## config.mk

```make
export PLATFORM = sky130hd
export DESIGN_NAME = sha1_msg_loader
export DESIGN_NICKNAME = d
export VERILOG_FILES = /design/src/rtl/sha1_pkg.sv /design/src/rtl/sha1_byte_packer.sv /design/src/rtl/sha1_msg_loader.sv
export SDC_FILE = /design/constraint.sdc
export NUM_CORES = 1
export LEC_CHECK = 0
export BUFFER_PORTS_ARGS = -buffer_cell sky130_fd_sc_hd__clkbuf_2
export CORE_AREA = 2 2 159 114
export DETAILED_ROUTE_END_ITERATION = 8
export DIE_AREA = 0 0 161 116
export GPL_TIMING_DRIVEN = 0
export PLACE_DENSITY = 0.67
export SYNTH_ARGS = -nofsm -noshare
export SYNTH_HDL_FRONTEND = slang
export SYNTH_SLANG_ARGS = --single-unit
```

## constraint.sdc

```tcl
create_clock -name clk -period 2.68 [get_ports clk]
set_clock_uncertainty 0.1 [all_clocks]
set_input_delay 0.268 -clock clk [delete_from_list [all_inputs] [get_ports clk]]
set_output_delay 0.268 -clock clk [all_outputs]
set_load 0.02 [all_outputs]
```

## src/rtl/sha1_pkg.sv

```systemverilog
// sha1_pkg: state encoding, message size limit and byte-lane mapping
// shared by the message loader and the SHA-1 hash engine.
package sha1_pkg;
    localparam int SHA1_MAX_BYTES = 511;
    localparam int SHA1_LANE_BITS = 8;
    localparam logic [2:0] ST_IDLE    = 3'd0;
    localparam logic [2:0] ST_FILL    = 3'd1;
    localparam logic [2:0] ST_WRITE   = 3'd2;
    localparam logic [2:0] ST_RB_ADDR = 3'd3;
    localparam logic [2:0] ST_RB_WAIT = 3'd4;
    localparam logic [2:0] ST_RB_CMP  = 3'd5;
    localparam logic [2:0] ST_START   = 3'd6;
    localparam logic [2:0] ST_WAIT    = 3'd7;
    // Byte k of a word sits at bits [8k+7:8k]; the engine's endian swap restores message order.
    function automatic logic [4:0] sha1_lane_lsb(input logic [1:0] lane);
        return {lane, 3'b000};
    endfunction
endpackage

```

## src/rtl/sha1_byte_packer.sv

```systemverilog
// sha1_byte_packer: accumulates stream bytes into little-endian 32-bit words
// and flags the byte that completes a word (lane 3 or last byte).
module sha1_byte_packer import sha1_pkg::*; (
    input  logic        clk,
    input  logic        nreset,
    input  logic        i_clear,
    input  logic        i_accept,
    input  logic        i_keep,
    input  logic [7:0]  i_data,
    input  logic        i_last,
    output logic [31:0] o_word,
    output logic        o_word_end,
    output logic        o_has_data
);
    logic [31:0] r_word;
    logic [1:0]  r_lane;
    logic        r_any;
    always_ff @(posedge clk or negedge nreset) begin
        if (!nreset) begin
            r_word <= 32'd0;
            r_lane <= 2'd0;
            r_any  <= 1'b0;
        end else if (i_clear) begin
            r_word <= 32'd0;
            r_lane <= 2'd0;
            r_any  <= 1'b0;
        end else if (i_accept) begin
            r_lane <= r_lane + 2'd1;
            if (i_keep) begin
                r_word[sha1_lane_lsb(r_lane) +: SHA1_LANE_BITS] <= i_data;
                r_any <= 1'b1;
            end
        end
    end
    assign o_word     = r_word;
    assign o_word_end = r_lane == 2'd3 || i_last;
    assign o_has_data = r_any;
endmodule

```

## src/rtl/sha1_msg_loader.sv

```systemverilog
// sha1_msg_loader: streams a byte message into dpsram as packed words and launches the hash engine.
// Define MSG_READBACK_EN to read back and verify every written word before launch.
module sha1_msg_loader import sha1_pkg::*; #(
    parameter int MAX_BYTES = SHA1_MAX_BYTES
) (
    input  logic        clk,
    input  logic        nreset,
    input  logic        load_start,
    input  logic [31:0] base_addr,
    input  logic        in_valid,
    output logic        in_ready,
    input  logic [7:0]  in_data,
    input  logic        in_last,
    output logic        port_A_clk,
    output logic [15:0] port_A_addr,
    output logic [31:0] port_A_data_in,
    output logic        port_A_we,
    input  logic [31:0] port_A_data_out,
    output logic [31:0] message_addr,
    output logic [31:0] message_size,
    output logic        start_hash,
    input  logic        hash_done,
    output logic        busy,
    output logic        load_done,
    output logic        overflow,
    output logic        readback_err
);
`ifdef MSG_READBACK_EN
    localparam logic [2:0] ST_AFTER = ST_RB_ADDR;
`else
    localparam logic [2:0] ST_AFTER = ST_START;
`endif
    logic [2:0]  r_state;
    logic [31:0] r_base;
    logic [31:0] r_size;
    logic [13:0] r_widx;
    logic        r_last;
    logic        r_overflow;
    logic        r_load_done;
    logic        w_accept;
    logic        w_keep;
    logic        w_clear;
    logic        w_word_end;
    logic        w_has_data;
    logic [31:0] w_word;
    logic        w_rb_bad;

    assign w_accept = in_valid && r_state == ST_FILL;
    assign w_keep   = r_size < 32'(MAX_BYTES);
    assign w_clear  = (r_state == ST_IDLE && load_start) || r_state == ST_WRITE;

    sha1_byte_packer u_packer (
        .clk        (clk),
        .nreset     (nreset),
        .i_clear    (w_clear),
        .i_accept   (w_accept),
        .i_keep     (w_keep),
        .i_data     (in_data),
        .i_last     (in_last),
        .o_word     (w_word),
        .o_word_end (w_word_end),
        .o_has_data (w_has_data)
    );

    assign port_A_clk     = clk;
    assign port_A_we      = r_state == ST_WRITE;
    assign port_A_data_in = port_A_we ? w_word : 32'd0;
    assign in_ready       = r_state == ST_FILL;
    assign busy           = r_state != ST_IDLE;
    assign start_hash     = r_state == ST_START;
    assign load_done      = r_load_done;
    assign overflow       = r_overflow;
    assign message_addr   = r_base;
    assign message_size   = r_size;

`ifdef MSG_READBACK_EN
    localparam int DEPTH = (MAX_BYTES + 3) / 4;
    localparam int AW    = $clog2(DEPTH);
    logic [31:0] r_shadow [DEPTH];
    logic [13:0] r_ridx;
    logic        r_rb_err;
    logic        w_rb_phase;
    assign w_rb_phase   = r_state == ST_RB_ADDR || r_state == ST_RB_WAIT || r_state == ST_RB_CMP;
    assign port_A_addr  = r_base[15:0] + {w_rb_phase ? r_ridx : r_widx, 2'b00};
    assign w_rb_bad     = port_A_data_out != r_shadow[r_ridx[AW-1:0]];
    assign readback_err = r_rb_err;
    always_ff @(posedge clk)
        if (port_A_we) r_shadow[r_widx[AW-1:0]] <= w_word;
    always_ff @(posedge clk or negedge nreset) begin
        if (!nreset) begin
            r_ridx   <= 14'd0;
            r_rb_err <= 1'b0;
        end else if (r_state == ST_IDLE && load_start) begin
            r_ridx   <= 14'd0;
            r_rb_err <= 1'b0;
        end else if (r_state == ST_RB_CMP) begin
            if (w_rb_bad) r_rb_err <= 1'b1;
            else r_ridx <= r_ridx + 14'd1;
        end
    end
`else
    logic w_unused;
    assign w_unused     = ^port_A_data_out;
    assign w_rb_bad     = 1'b0;
    assign port_A_addr  = r_base[15:0] + {r_widx, 2'b00};
    assign readback_err = 1'b0;
`endif

    always_ff @(posedge clk or negedge nreset) begin
        if (!nreset) begin
            r_state     <= ST_IDLE;
            r_base      <= 32'd0;
            r_size      <= 32'd0;
            r_widx      <= 14'd0;
            r_last      <= 1'b0;
            r_overflow  <= 1'b0;
            r_load_done <= 1'b0;
        end else begin
            r_load_done <= 1'b0;
            case (r_state)
                ST_IDLE: if (load_start) begin
                    r_base     <= base_addr;
                    r_size     <= 32'd0;
                    r_widx     <= 14'd0;
                    r_last     <= 1'b0;
                    r_overflow <= 1'b0;
                    r_state    <= ST_FILL;
                end
                ST_FILL: if (w_accept) begin
                    if (w_keep) r_size <= r_size + 32'd1;
                    else r_overflow <= 1'b1;
                    // A word holding only discarded bytes is never written.
                    if (w_word_end && (w_has_data || w_keep)) begin
                        r_last  <= in_last;
                        r_state <= ST_WRITE;
                    end else if (in_last) r_state <= ST_AFTER;
                end
                ST_WRITE: begin
                    r_widx  <= r_widx + 14'd1;
                    r_state <= r_last ? ST_AFTER : ST_FILL;
                end
`ifdef MSG_READBACK_EN
                ST_RB_ADDR: r_state <= ST_RB_WAIT;
                ST_RB_WAIT: r_state <= ST_RB_CMP;
                ST_RB_CMP: if (w_rb_bad) begin
                    r_load_done <= 1'b1;
                    r_state     <= ST_IDLE;
                end else r_state <= (r_ridx + 14'd1 == r_widx) ? ST_START : ST_RB_ADDR;
`endif
                ST_START: r_state <= ST_WAIT;
                ST_WAIT: if (hash_done) begin
                    r_load_done <= 1'b1;
                    r_state     <= ST_IDLE;
                end
                default: r_state <= ST_IDLE;
            endcase
        end
    end
endmodule

```

==> impl_metrics.py <==
metrics = {
    "worst_setup_path": {
        "critPathSlowestCell": "dfrtp_1",
        "crit_buf_inv": 2,
        "critPathMaxFanout": 3,
        "crit_type": "reg2out",
        "slowest_delay_ns": 0.40,
        "crit_family": "compound AO/OA/AOI/OAI gates",
        "cp.required_ns": 2.31,
        "end_kind": "output pin",
        "critical_path_arrival_ns": 2.62,
        "path_cells": "ha_2 -> inv_2 -> fa_2 -> nor2b_1 -> o21a_1 -> o21ai_4 -> a21oi_4 -> or2_4 -> o311ai_2 -> buf_4",
        "start_kind": "flip-flop",
    },
    "synthesis": {
        "ys_seq_elements": 119,
        "synthDominantCellAreaShare": 0.504,
        "synth_edf_count": 0,
        "async_flop_share": 1.00,
        "syn_area_per_cell_um2": 9.46,
        "synth_area_leaders": "dfrtp_1 50%, nand2_1 9.1%, ha_1 4.4%",
        "synth_largest_area_cell": "dfrtp_1",
        "synth_flop_cell": "dfrtp_1",
        "syn_nets": 725,
        "yosys_warnings": 0,
        "netlist_instances": 625,
        "synth_cell_types": 55,
        "ys_seq_area_frac": 0.504,
        "netlist_area_um2": 5910,
    },
    "timing": {
        "fmax_mhz": 335,
        "setup_tns_ns": -1.21,
        "relSlewSlack": 0.321,
        "layout_min_cycle_time_ns": 2.98,
        "timing.final.ws_setup_ns": -0.305,
        "drv_slew": 0,
        "finalSetupViolCount": 7,
        "fin_crit_sh": 1.11,
        "worstMarginPinSlew_ns": 1.01,
        "rsz0062_at_grt": "true",
        "hold_viol_final": 0,
    },
    "detailed_routing": {
        "via_per_inst": 4.93,
        "first_pass_iters": 5,
        "wl_per_cell_um": 15.7,
        "wl_mm": 17.6,
        "drt_iter0_markers": 363,
        "antenna_left": 0,
        "via_count": 5526,
        "drc": 0,
    },
    "global_route": {
        "grt_pass1_vias": 5263,
        "grt_max_degree": 105,
        "grt_pass1_wl_mm": 27.8,
        "grt_use_total": 0.192,
        "grt_antenna_before_repair": 0,
        "overflow": 0,
    },
    "layout": {
        "fill_cells": 1572,
        "post-route-util": 0.511,
        "drive_above_1_share": 0.315,
        "final_common_cell": "clkbuf_2",
        "stdcell_area_um2": 8700,
        "diodes": 0,
        "final_nets": 978,
        "layout_common_cells": "155 x clkbuf_2, 142 x nand2_1, 114 x dfrtp_1",
        "syn_to_final_growth_pct": 47.2,
    },
    "floorplan": {
        "fp.dieH_um": 116,
        "core-area_um2": 17000,
        "start_util": 0.347,
        "dieArea_um2": 18700,
        "num_rows": 40,
        "die-width_um": 161,
        "ioPinCount": 198,
    },
    "outcome": {
        "status": "finished, violations left",
        "violations": "negative setup slack",
    },
    "place": {
        "port_buffers": 164,
        "place_hpwl_mm": 12.1,
        "place_area_um2": 7070,
        "place.gp.congestion": 0.833,
    },
    "cts": {
        "insertion_delay_ns": 0.53,
        "clk_pin_slew_ns": 0.05,
        "cts_tree": "done",
    },
    "power_and_ir_drop": {
        "total_power_mw": 8.66,
        "p_per_area_nw_per_um2": 996,
        "vdd_drop_max_v": 0.000615,
        "leakagePower_nw": 4.42,
    },
    "min_path": {
        "hp-class": "in2async",
    },
    "job": {
        "cap_violations": 0,
    },
}
-- area by class of cell --
cell class / count / area, µm² / share of cell area
Clock inverter: 7 / 140 / 0.0161
Tap cell: 231 / 289 / 0.0332
Sequential cell: 119 / 2980 / 0.343
Multi-Input combinational cell: 461 / 3010 / 0.346
Clock buffer: 28 / 582 / 0.0669
Inverter: 17 / 63.8 / 0.00733
Buffer: 28 / 129 / 0.0148
Timing Repair Buffer: 230 / 1500 / 0.173
-- routing by layer --
metal | global-route usage | wire length, µm | up-vias
li1 | - | - | 2690
met4 | 0.0768 | 281 | 0
met3 | 0.0519 | 1210 | 24
met5 | 0 | 0 | -
met2 | 0.279 | 7520 | 180
met1 | 0.273 | 8630 | 2632
-- power by group --
part	leakage, nW	switching [mW]	total [mW]	internal, mW
clock network	0.354	0.865	2.76	1.89
registers	1.59	0.325	2.49	2.17
logic	2.47	2.14	3.42	1.28
-- flip-flops by register name, indices dropped and copies added (netlist names) --
register and count:
u_packer.o_word 32, message_addr 32, message_size 32, r_last 1, u_packer.o_has_data 1, load_done 1, overflow 1, r_widx 14
u_packer.r_lane 2, r_state 3
-- repair_timing --
| action | 4_1_cts | 5_1_grt |
|---|---|---|
| hold buffers | 44 | 0 |
| cloned | 0 | 0 |
| pin swaps | 15 | 23 |
| setup endpoints to repair | 11 | 54 |
| endpoints found under the hold margin | 187 | 0 |
| setup buffers | 12 | 10 |
| gates resized for setup | 34 | 37 |
-- final timing paths --
| kind | start | to | slack, ns | depth (start not counted) |
|---|---|---|---|---|
| max | message_addr[2]$_DFFE_PN0P_ | port_A_addr[14] | -0.30 | 10 |
| min | nreset | message_size[4]$_DFFE_PN0P_ | 0.04 | 2 |
| max reg2reg | message_size[15]$_DFFE_PN0P_ | message_size[6]$_DFFE_PN0P_ | 0.26 | 6 |
| min reg2reg | message_addr[30]$_DFFE_PN0P_ | message_addr[30]$_DFFE_PN0P_ | 0.37 | 2 |
| max in group asynchronous | nreset | message_addr[7]$_DFFE_PN0P_ | 1.67 | 3 |
| min in group clk | load_start | r_state[0]$_DFFE_PN0P_ | 0.18 | 3 |
-- cells in the mapped netlist, drive strengths merged, types with 12 or more instances --
library cell,count
o21ai,33
nand3,36
ha,21
and3,39
xnor2,12
a21oi,20
nand2,145
nor2,32
inv,17
and2,16
clkbuf,20
a22o,19
dfrtp,119
-- cell families (layout without fill, tap and decap cells) --
logic type,Yosys count,after routing,synth area share
AOI/OAI and AO/OA,106,106,0.121
xor gates and xnor gates,19,19,0.0281
adders and majority gates,22,22,0.0478
buffers and inverters,45,310,0.0324
DFF,119,119,0.504
muxes,2,2,0.00339
other,1,1,0.000634
and+or+nand+nor,311,311,0.263
-- through the flow --
| stage | hold WS, ns | std cells | setup WS [ns] |
|---|---|---|---|
| after global placement | 0.359 | 1020 | -0.697 |
| after CTS | 0.0386 | 1111 | -0.364 |
| after floorplan | -0.128 | 625 | 0.0397 |
| after global routing | 0.0515 | 1121 | -0.421 |
| after detailed placement | 0.0322 | 1021 | -0.232 |
| final | 0.0447 | 1121 | -0.305 |
No activity file was read; power rests on OpenSTA's default activity.
